--- config.mk ---
export PLATFORM = sky130hd
export DESIGN_NAME = if_id_stage
export DESIGN_NICKNAME = d
export VERILOG_FILES = /design/src/rtl/if_id_stage_pkg.sv /design/src/rtl/if_id_stage_load_use_detect.sv /design/src/rtl/if_id_stage.sv
export SDC_FILE = /design/constraint.sdc
export NUM_CORES = 1
export LEC_CHECK = 0
export ABC_CLOCK_PERIOD_IN_PS = 2000
export CORE_MARGIN = 4
export CORE_UTILIZATION = 32
export CTS_BUF_LIST = sky130_fd_sc_hd__clkbuf_4 sky130_fd_sc_hd__clkbuf_8
export CTS_CLUSTER_DIAMETER = 100
export DETAILED_ROUTE_END_ITERATION = 6
export GPL_TIMING_DRIVEN = 0
export PLACE_DENSITY = 0.76
export SLEW_MARGIN = 20
export SYNTH_ARGS = -nofsm -noshare
export SYNTH_HDL_FRONTEND = slang
export SYNTH_SLANG_ARGS = --single-unit
--- constraint.sdc ---
create_clock -name clk -period 2 [get_ports clk]
set_input_delay 0.3 -clock clk [delete_from_list [all_inputs] [get_ports clk]]
set_output_delay 0.3 -clock clk [all_outputs]
set_load 0.03 [all_outputs]
--- src/rtl/if_id_stage_pkg.sv ---
// ----------------------------------------------------------------------------
// if_id_stage_pkg
//   Shared definitions for the IF/ID pipeline stage:
//   - MIPS opcode encodings that the hazard logic decodes.
//   - The default bubble encoding (sll $0,$0,0).
//   - FSM state encodings for the IF/ID control FSM.
//   - Operand-usage decode helpers used by load_use_detect.
// ----------------------------------------------------------------------------
package if_id_stage_pkg;

  // Opcode field encodings (inst[31:26]).
  localparam logic [5:0] R_TYPE = 6'h00;
  localparam logic [5:0] J      = 6'h02;
  localparam logic [5:0] JAL    = 6'h03;
  localparam logic [5:0] BEQ    = 6'h04;
  localparam logic [5:0] BNE    = 6'h05;
  localparam logic [5:0] LUI    = 6'h0F;
  localparam logic [5:0] LW     = 6'h23;
  localparam logic [5:0] LBU    = 6'h24;
  localparam logic [5:0] SW     = 6'h2B;

  // sll $0,$0,0 -- architectural no-op used for bubbles.
  localparam logic [31:0] NOP_ENC = 32'h0000_0000;

  typedef enum logic [1:0] {
    IFID_RUN       = 2'd0,
    IFID_HOLD      = 2'd1,
    IFID_IMEM_WAIT = 2'd2
  } ifid_state_e;

  // Every instruction reads rs except the jumps and LUI.
  function automatic logic uses_rs(input logic [5:0] op);
    return !((op == J) || (op == JAL) || (op == LUI));
  endfunction

  // Only R-type, the two compare-branches and SW read rt as a source.
  function automatic logic uses_rt(input logic [5:0] op);
    return (op == R_TYPE) || (op == BEQ) || (op == BNE) || (op == SW);
  endfunction

endpackage

--- src/rtl/if_id_stage_load_use_detect.sv ---
// ----------------------------------------------------------------------------
// load_use_detect
//   Combinational load-use hazard detector. Flags a hazard when the load in
//   EX writes a non-zero register that the instruction in ID reads.
//   Ports:
//     opcode, rs, rt  in   fields of the instruction currently in ID
//     ex_mem_read     in   instruction in EX is a load (LW/LBU)
//     ex_wb_dest      in   destination register of the instruction in EX
//     hazard          out  ID must wait for the load result
// ----------------------------------------------------------------------------
module load_use_detect
  import if_id_stage_pkg::*;
(
  input  logic [5:0] opcode,
  input  logic [4:0] rs,
  input  logic [4:0] rt,
  input  logic       ex_mem_read,
  input  logic [4:0] ex_wb_dest,
  output logic       hazard
);

  logic rs_match;
  logic rt_match;

  assign rs_match = uses_rs(opcode) && (ex_wb_dest == rs);
  assign rt_match = uses_rt(opcode) && (ex_wb_dest == rt);

  // $0 is hardwired, so a load targeting it never produces a dependency.
  assign hazard = ex_mem_read && (ex_wb_dest != 5'd0) && (rs_match || rt_match);

endmodule

--- src/rtl/if_id_stage.sv ---
// ----------------------------------------------------------------------------
// if_id_stage
//   IF/ID pipeline register. Latches the fetched word and PC+4, exposes the
//   decode fields, and owns load-use hazard detection: it produces the stall
//   that control turns into a bubble and the PC write enable. The ISA has a
//   branch delay slot, so nothing is ever flushed here.
//
//   Parameters:
//     LOAD_USE_CYCLES  stall cycles per load-use hazard, legal 1..3
//     NOP_INST         word loaded into ID when fetch has nothing valid
//
//   Ports:
//     clk, rst                       clock (rising), async active-high reset
//     imem_valid, imem_inst, if_pc_4 fetch side
//     ex_mem_read, ex_wb_dest        load in EX, for hazard detection
//     frz                            global freeze, holds every register
//     id_inst, id_pc_4, id_valid     latched ID contents (id_valid=0: bubble)
//     opcode..func, imm16, jaddr     slices of id_inst
//     stall, pc_we                   to control / PC register
//     perf_stall_cnt, perf_bubble_cnt  saturating counters
//
//   Build option: define IFID_PERF_EN to implement the performance counters;
//   without it both counter ports read zero and no counter flops exist.
// ----------------------------------------------------------------------------
module if_id_stage
  import if_id_stage_pkg::*;
#(
  parameter int unsigned  LOAD_USE_CYCLES = 1,
  parameter logic [31:0]  NOP_INST        = NOP_ENC
) (
  input  logic        clk,
  input  logic        rst,
  input  logic        imem_valid,
  input  logic [31:0] imem_inst,
  input  logic [31:0] if_pc_4,
  input  logic        ex_mem_read,
  input  logic [4:0]  ex_wb_dest,
  input  logic        frz,
  output logic [31:0] id_inst,
  output logic [31:0] id_pc_4,
  output logic        id_valid,
  output logic [5:0]  opcode,
  output logic [4:0]  rs,
  output logic [4:0]  rt,
  output logic [4:0]  rd,
  output logic [4:0]  shamt,
  output logic [5:0]  func,
  output logic [15:0] imm16,
  output logic [25:0] jaddr,
  output logic        stall,
  output logic        pc_we,
  output logic [31:0] perf_stall_cnt,
  output logic [31:0] perf_bubble_cnt
);

  ifid_state_e state_q, state_d;
  logic [1:0]  cnt_q, cnt_d;
  logic        hazard;
  logic        load_fetch;
  logic        load_nop;

  // --------------------------------------------------------------------------
  // Field decode: pure slices, zero latency.
  // --------------------------------------------------------------------------
  assign opcode = id_inst[31:26];
  assign rs     = id_inst[25:21];
  assign rt     = id_inst[20:16];
  assign rd     = id_inst[15:11];
  assign shamt  = id_inst[10:6];
  assign func   = id_inst[5:0];
  assign imm16  = id_inst[15:0];
  assign jaddr  = id_inst[25:0];

  load_use_detect u_load_use_detect (
    .opcode      (opcode),
    .rs          (rs),
    .rt          (rt),
    .ex_mem_read (ex_mem_read),
    .ex_wb_dest  (ex_wb_dest),
    .hazard      (hazard)
  );

  // --------------------------------------------------------------------------
  // Next-state / output logic. Priority: frz > hazard/HOLD > imem_valid.
  // --------------------------------------------------------------------------
  always_comb begin
    // NOTE: every signal gets a default before any branch; a path that left
    // one unassigned would infer a latch.
    state_d    = state_q;
    cnt_d      = cnt_q;
    load_fetch = 1'b0;
    load_nop   = 1'b0;
    stall      = 1'b0;
    pc_we      = 1'b0;

    if (frz) begin
      stall = 1'b1;
    end else begin
      unique case (state_q)
        IFID_RUN: begin
          if (hazard) begin
            stall = 1'b1;
            // The first stall cycle is this one; HOLD covers the remainder.
            if (LOAD_USE_CYCLES > 1) begin
              cnt_d   = 2'(LOAD_USE_CYCLES - 1);
              state_d = IFID_HOLD;
            end
          end else if (imem_valid) begin
            load_fetch = 1'b1;
            pc_we      = 1'b1;
          end else begin
            load_nop = 1'b1;
            state_d  = IFID_IMEM_WAIT;
          end
        end

        IFID_HOLD: begin
          // The hazard input is ignored here: the EX instruction is already
          // a bubble, and the remaining wait is fixed by cnt.
          stall = 1'b1;
          cnt_d = cnt_q - 2'd1;
          if (cnt_q == 2'd1) begin
            state_d = IFID_RUN;
          end
        end

        IFID_IMEM_WAIT: begin
          if (imem_valid) begin
            load_fetch = 1'b1;
            pc_we      = 1'b1;
            state_d    = IFID_RUN;
          end
        end

        default: begin
          state_d = IFID_RUN;
        end
      endcase
    end
  end

  // --------------------------------------------------------------------------
  // State and ID registers.
  // --------------------------------------------------------------------------
  always_ff @(posedge clk or posedge rst) begin
    if (rst) begin
      state_q  <= IFID_RUN;
      cnt_q    <= 2'd0;
      id_inst  <= NOP_INST;
      id_pc_4  <= 32'd0;
      id_valid <= 1'b0;
    end else begin
      // NOTE: non-blocking assignments so every register samples the values
      // from before this edge, independent of statement order.
      state_q <= state_d;
      cnt_q   <= cnt_d;
      if (load_fetch) begin
        id_inst  <= imem_inst;
        id_pc_4  <= if_pc_4;
        id_valid <= 1'b1;
      end else if (load_nop) begin
        // id_pc_4 is left as-is: it is meaningless while id_valid is low.
        id_inst  <= NOP_INST;
        id_valid <= 1'b0;
      end
    end
  end

  // --------------------------------------------------------------------------
  // Performance counters.
  // --------------------------------------------------------------------------
`ifdef IFID_PERF_EN
  logic        bubble;
  logic [31:0] stall_cnt_q;
  logic [31:0] bubble_cnt_q;

  // A bubble is a cycle in which ID is filled with NOP because fetch had
  // nothing; the cycle that finally accepts the fetched word is not one.
  assign bubble = !frz && !imem_valid &&
                  ((state_q == IFID_IMEM_WAIT) || ((state_q == IFID_RUN) && !hazard));

  always_ff @(posedge clk or posedge rst) begin
    if (rst) begin
      stall_cnt_q  <= 32'd0;
      bubble_cnt_q <= 32'd0;
    end else begin
      if (stall && !frz && (stall_cnt_q != 32'hFFFF_FFFF)) begin
        stall_cnt_q <= stall_cnt_q + 32'd1;
      end
      if (bubble && (bubble_cnt_q != 32'hFFFF_FFFF)) begin
        bubble_cnt_q <= bubble_cnt_q + 32'd1;
      end
    end
  end

  assign perf_stall_cnt  = stall_cnt_q;
  assign perf_bubble_cnt = bubble_cnt_q;
`else
  assign perf_stall_cnt  = 32'h0;
  assign perf_bubble_cnt = 32'h0;
`endif

endmodule

==> impl_metrics.toml, run 1 <==
[global_route]
grt_use_met2_pct = 32.0
grtUsageTotal_pct = 17.8
grt_antenna_before_repair = 0
grt_first_pass_wirelength_um = 18200
overflow = 0
grt_max_degree = 35
grt_use_met1_pct = 20.1
grt_use_met3_pct = 6.11
grt_pass1_vias = 3407
busiest_layer = "met2"

[synthesis]
synthFlopType = "dfrtp_1"
syn_inst = 313
ys_warn_count = 0
synthDistinctLibCells = 27
synth_edf_count = 0
ys_seq_elements = 66
async_flop_share_pct = 100
synth_top_area_share_pct = 44.9
synthTopCellsByArea = "dfrtp_1 (45%), buf_4 (29%), mux2_2 (8.0%)"
ys_seq_area_share_pct = 44.9
synth.most_common_cell = "buf_4"
synth_top_area_cell = "dfrtp_1"
postSynthAreaPerCell_sq_um = 11.8
yosys-top-cells-count = "buf_4 (143), dfrtp_1 (66), a22o_1 (32)"
synth_area_sq_um = 3680

[clock_network]
cts-root-buf = "clkbuf_8"
numCtsBuffers = 9
clk_pin_slew_ns = 0.08
clock_latency_ns = 0.34
cts_num_sinks = 66
clk_path_buf_depth = 2
cts_tree = "built"
postCtsHoldBufs = 0
cts-htree-levels = 3

[cells_and_area]
antennaDiodeCount = 0
fillers = 860
areaGrowthSynthToFinish_pct = 92.6
nets = 709
multi_input_area_sq_um = 1220
regArea_sq_um = 1660
drive_above_1_share_pct = 40.0

[critical_path]
ff2ff_path_depth = 9
start_kind = "register"
required_ns = 1.70
crit-reg2reg-launch = "id_inst[18]"
r2r_setup_slack_ns = -0.23
path_max_fanout = 2
r2r_end = "id_pc_4[4]"
arrival_ns = 1.99
critPathKind = "register to output port"
endpoint_kind = "output port"

[sta]
hold-worst-slack_ns = 0.187
slew_violations = 0
period_share_pct = 114
clock_skew_ns = 0.0174
min_period_ns = 2.29
setup_viol = 67
grt_setup_unrepaired = "yes"
fmax_ghz = 0.438
setup_ws_ns = -0.286
hold_viol = 0

[run]
cap_violations = 0

[detailed_routing]
drt-wirelength-per-cell_um = 16.2
totalWireLength_um = 12600
ant_nets = 0
drcViolationCount = 0
drt-vias-per-instance = 4.11
dr.pass1.iters = 4
drt_iter0_drc = 70
num_vias = 3205

[die]
dieArea_sq_um = 13300
ios = 279
coreArea_sq_um = 11000
die_h_um = 115
start_util_pct = 33.4
placementRows = 38
die_width_um = 115

[power_and_ir_drop]
p_total_mw = 5.66
ir_drop_v = 0.000536
power_leakage_nw = 3.40
power_density_nw_per_um2 = 798

[run_status]
outcome = "finished, violations left"
violations = "negative setup slack"

[placement]
hpwl_um = 9550
finalWeightedCongestion = 0.756
dp_worst_setup_slack_ns = -1.35
port_buffers = 214

[min_path]
min_path_type = "input port to asynchronous set/reset pin"
[cells by family (layout without fill, tap and decap cells)]
family                 Yosys count  count (layout)  synth area share, %
buffers and inverters          150             414                 30.5
flip-flops                      66              66                 44.9
AO/OA/AOI/OAI                   38              38                 9.18
multiplexers                    33              33                 10.7
AND/OR/NAND/NOR                 15              15                 2.24
XOR/XNOR                        10              10                 2.38
other                            1              64                0.102
[worst max-delay path by stage]
stage	startpoint	to	cells past startpoint
after floorplan	ex_wb_dest[0]	id_pc_4[0]	7
final	id_inst[18]	pc_we	7
after detailed placement	ex_wb_dest[0]	pc_we	8
after CTS	id_inst[16]	pc_we	7
after global routing	id_inst[18]	pc_we	7
after global placement	ex_wb_dest[0]	pc_we	8
[stage by stage]
step,util (%),TNS (ns),instance area [sq um],instances
global placement,56.6,-46.43,6240,730
global route,64.3,-16.79,7090,780
CTS,62.3,-9.60,6870,766
floorplan,-,-0.412,3930,376
finish,64.3,-9.69,7090,780
detailed placement,57.0,-48.15,6280,732
[area by class of cell]
class                      instances  area share (%)
buffer                           148            16.9
tap                              140            2.47
timing repair buffer             248            36.5
clock inverter                     6            1.27
clock buffer                      10            1.94
multi-input combinational        160            17.2
inverter                           2           0.159
sequential                        66            23.5
[registers in the layout, summed over array words and instances (netlist names)]
signal	flops
state_q	1
id_valid	1
id_pc_4	32
id_inst	32
[critical path: stages, from the launching register on]
cell       delay, ns
dfrtp_2         0.41
xor2_1          0.15
nor4_2          0.32
o2111ai_2       0.19
and3_4          0.22
buf_12          0.12
buf_8           0.11
buf_6           0.13
[placed cells by master (no fill, tap or decap), types with 2 or more instances in the layout]
cell type	n
buf_16	2
bufinv_16	2
conb_1	64
o211ai_1	2
dfrtp_1	56
clkinv_4	2
buf_4	160
dlygate4sd2_1	2
clkbuf_16	5
xor2_1	10
and3_4	2
buf_8	7
nor2_1	4
mux2_4	15
buf_12	6
buf_2	2
clkinvlp_4	2
dfrtp_2	10
a22o_1	32
clkdlybuf4s50_1	206
nand3_1	2
mux2_2	17
clkbuf_8	11
buf_6	4
[timing repair]
| action | 4_1_cts | 5_1_grt |
|---|---|---|
| gates resized for setup | 70 | 21 |
| setup buffers | 15 | 11 |
| cloned | 3 | 5 |
| pin swaps | 9 | 24 |
| endpoints found under the setup margin | 68 | 70 |
[where the power goes]
group | internal, mW | switching, mW
Combinational | 1.33 | 1.35
Sequential | 1.52 | 0.178
Clock | 0.738 | 0.537
[metal layers]
| metal | share of wire (%) | vias up | wire (um) |
|---|---|---|---|
| met3 | 9.3 | 11 | 1180 |
| li1 | - | 1513 | - |
| met1 | 37 | 1506 | 4680 |
| met4 | 1.2 | 0 | 150 |
| met2 | 52 | 175 | 6610 |
| met5 | 0 | - | 0 |
(Power assumes the default switching activity.)
==> run 2, diff against run 1 <==
- ABC_CLOCK_PERIOD_IN_PS: 2000 -> 2650
- CORE_UTILIZATION: 32 -> 36
- PLACE_DENSITY: 0.76 -> 0.81
- clock period: 2 -> 2.65 ns (I/O delays scaled with it)
==> impl_metrics.toml, run 2 (synthesis results as in run 1) <==
[global_route]
overflow = 0
grt_first_pass_wirelength_um = 17000
grtUsageTotal_pct = 18.7
grt_pass1_vias = 3279
grt_max_degree = 43
grt_antenna_before_repair = 0

[critical_path]
crit-reg2reg-launch = "id_inst[29]"
required_ns = 2.25
critical-path-top-delay-family = "buffers and inverters"
r2r_setup_slack_ns = 0.14
critPathKind = "input port to output port"
cpPeakStageDelay_ns = 0.48
arrival_ns = 2.14
timing.critical_path.buf_inv = 3
crit_path_top_delay_cell = "clkdlybuf4s50_1"
ff2ff_path_depth = 13
cp.depth = 7
start_kind = "input port"
r2r_end = "id_inst[27]"
path_max_fanout = 4
endpoint = "pc_we"
worstSetupStartpoint = "ex_wb_dest[4]"
path_cells = "clkdlybuf4s50_1 > xor2_1 > nor4_1 > o2111ai_1 > and3_4 > buf_12 > buf_6"
endpoint_kind = "output port"

[detailed_routing]
drt_iter0_drc = 39
dr.pass1.iters = 3
totalWireLength_um = 11100
drt-vias-per-instance = 4.11
drcViolationCount = 0
drt-wirelength-per-cell_um = 14.8
num_vias = 3086
ant_nets = 0

[clock_network]
cts-root-buf = "clkbuf_8"
clk_path_buf_depth = 2
clock_latency_ns = 0.35
cts-htree-levels = 3
cts_num_sinks = 66
clk_pin_slew_ns = 0.08
cts_tree = "built"
numCtsBuffers = 9

[die]
placementRows = 36
ios = 279
dieArea_sq_um = 11900
coreArea_sq_um = 9860
start_util_pct = 37.3
die_h_um = 109
die_width_um = 109

[sta]
min_period_ns = 2.54
slew_violations = 0
clock_skew_ns = 0.0111
fmax_ghz = 0.393
grt_setup_unrepaired = "no"
hold-worst-slack_ns = 0.413
period_share_pct = 95.9
setup_viol = 0
hold_viol = 0

[cells_and_area]
drive_above_1_share_pct = 35.1
nets = 687
areaGrowthSynthToFinish_pct = 78.9
fillers = 757
reg.largest.list = "id_inst: 32 flops, id_pc_4: 32 flops"
antennaDiodeCount = 0
mostFrequentLayoutCell = "clkdlybuf4s50_1"
fin_util_pct = 66.7
final_cell_mix = "clkdlybuf4s50_1 (208), buf_4 (153), dfrtp_1 (65)"

[power_and_ir_drop]
ir_drop_v = 0.000319
p_total_mw = 4.10
power_leakage_nw = 3.19
power_density_nw_per_um2 = 623

[placement]
port_buffers = 214
finalWeightedCongestion = 0.689
hpwl_um = 8890

[run]
cap_violations = 0

[run_status]
outcome = "finished, final reports clean"

[min_path]
min_path_type = "input port to asynchronous set/reset pin"
[run 2: cell count changes in the layout (fill, tap and decap cells not counted), moves of 3 or more]
cell / change
dfrtp_1: +9
dfrtp_2: -9
clkbuf_16: -5
buf_6: -3
mux2_4: -9
buf_8: -7
mux2_2: +9
clkbuf_2: +3
buf_12: -3
buf_4: -7
[run 2: final cells by class]
class | instances | area (sq um) | area share [%]
Clock inverter | 7 | 93.8 | 1.43
Buffer | 147 | 1150 | 17.4
Multi-Input combinational cell | 160 | 1150 | 17.4
Clock buffer | 9 | 124 | 1.88
Inverter | 2 | 10.0 | 0.152
Tap cell | 133 | 166 | 2.53
Timing Repair Buffer | 227 | 2240 | 34.1
Sequential cell | 66 | 1650 | 25.1
[run 2: through the flow]
step	setup slack [ns]	instances	TNS (ns)	instance area [sq um]
floorplan	0.380	376	0	3920
global placement	-0.950	723	-46.51	6220
detailed placement	-0.937	724	-11.57	6250
CTS	0.00759	750	0	6580
global route	0.00538	751	0	6580
finish	0.108	751	0	6580
[run 2: worst min-delay path by stage]
stage                          start           to  slack, ns  cells after the start
after global routing             rst  id_pc_4[19]       0.43                      2
after detailed placement    id_valid     id_valid       0.47                      1
after global placement      id_valid     id_valid       0.46                      1
after floorplan           imem_valid   state_q[1]       0.49                      1
final                            rst  id_pc_4[23]       0.41                      2
after CTS                        rst  id_pc_4[19]       0.40                      2
[run 2: power by group]
| part | total (mW) | internal (mW) | switching [mW] |
|---|---|---|---|
| clock | 0.935 | 0.527 | 0.408 |
| sequential | 1.28 | 1.14 | 0.133 |
| combinational | 1.89 | 0.917 | 0.976 |
| total | 4.10 | 2.59 | 1.52 |
[run 2: layer usage]
| layer | up-vias | track usage, % | share of wire, % |
|---|---|---|---|
| met5 | - | 0 | 0 |
| met4 | 0 | 7.21 | 1.8 |
| met3 | 15 | 5.09 | 8.3 |
| met2 | 162 | 34.1 | 53 |
| met1 | 1451 | 20.5 | 36 |
| li1 | 1458 | - | - |
[run 2: what timing repair did]
| item | CTS | global route |
|---|---|---|
| gates resized for setup | 22 | 9 |
| gates cloned | 1 | 0 |
| hold buffers | 0 | 0 |
| setup buffers | 10 | 1 |
| hold endpoints to repair | 0 | 0 |
| setup endpoints to repair | 2 | 33 |
| pin swaps | 2 | 2 |
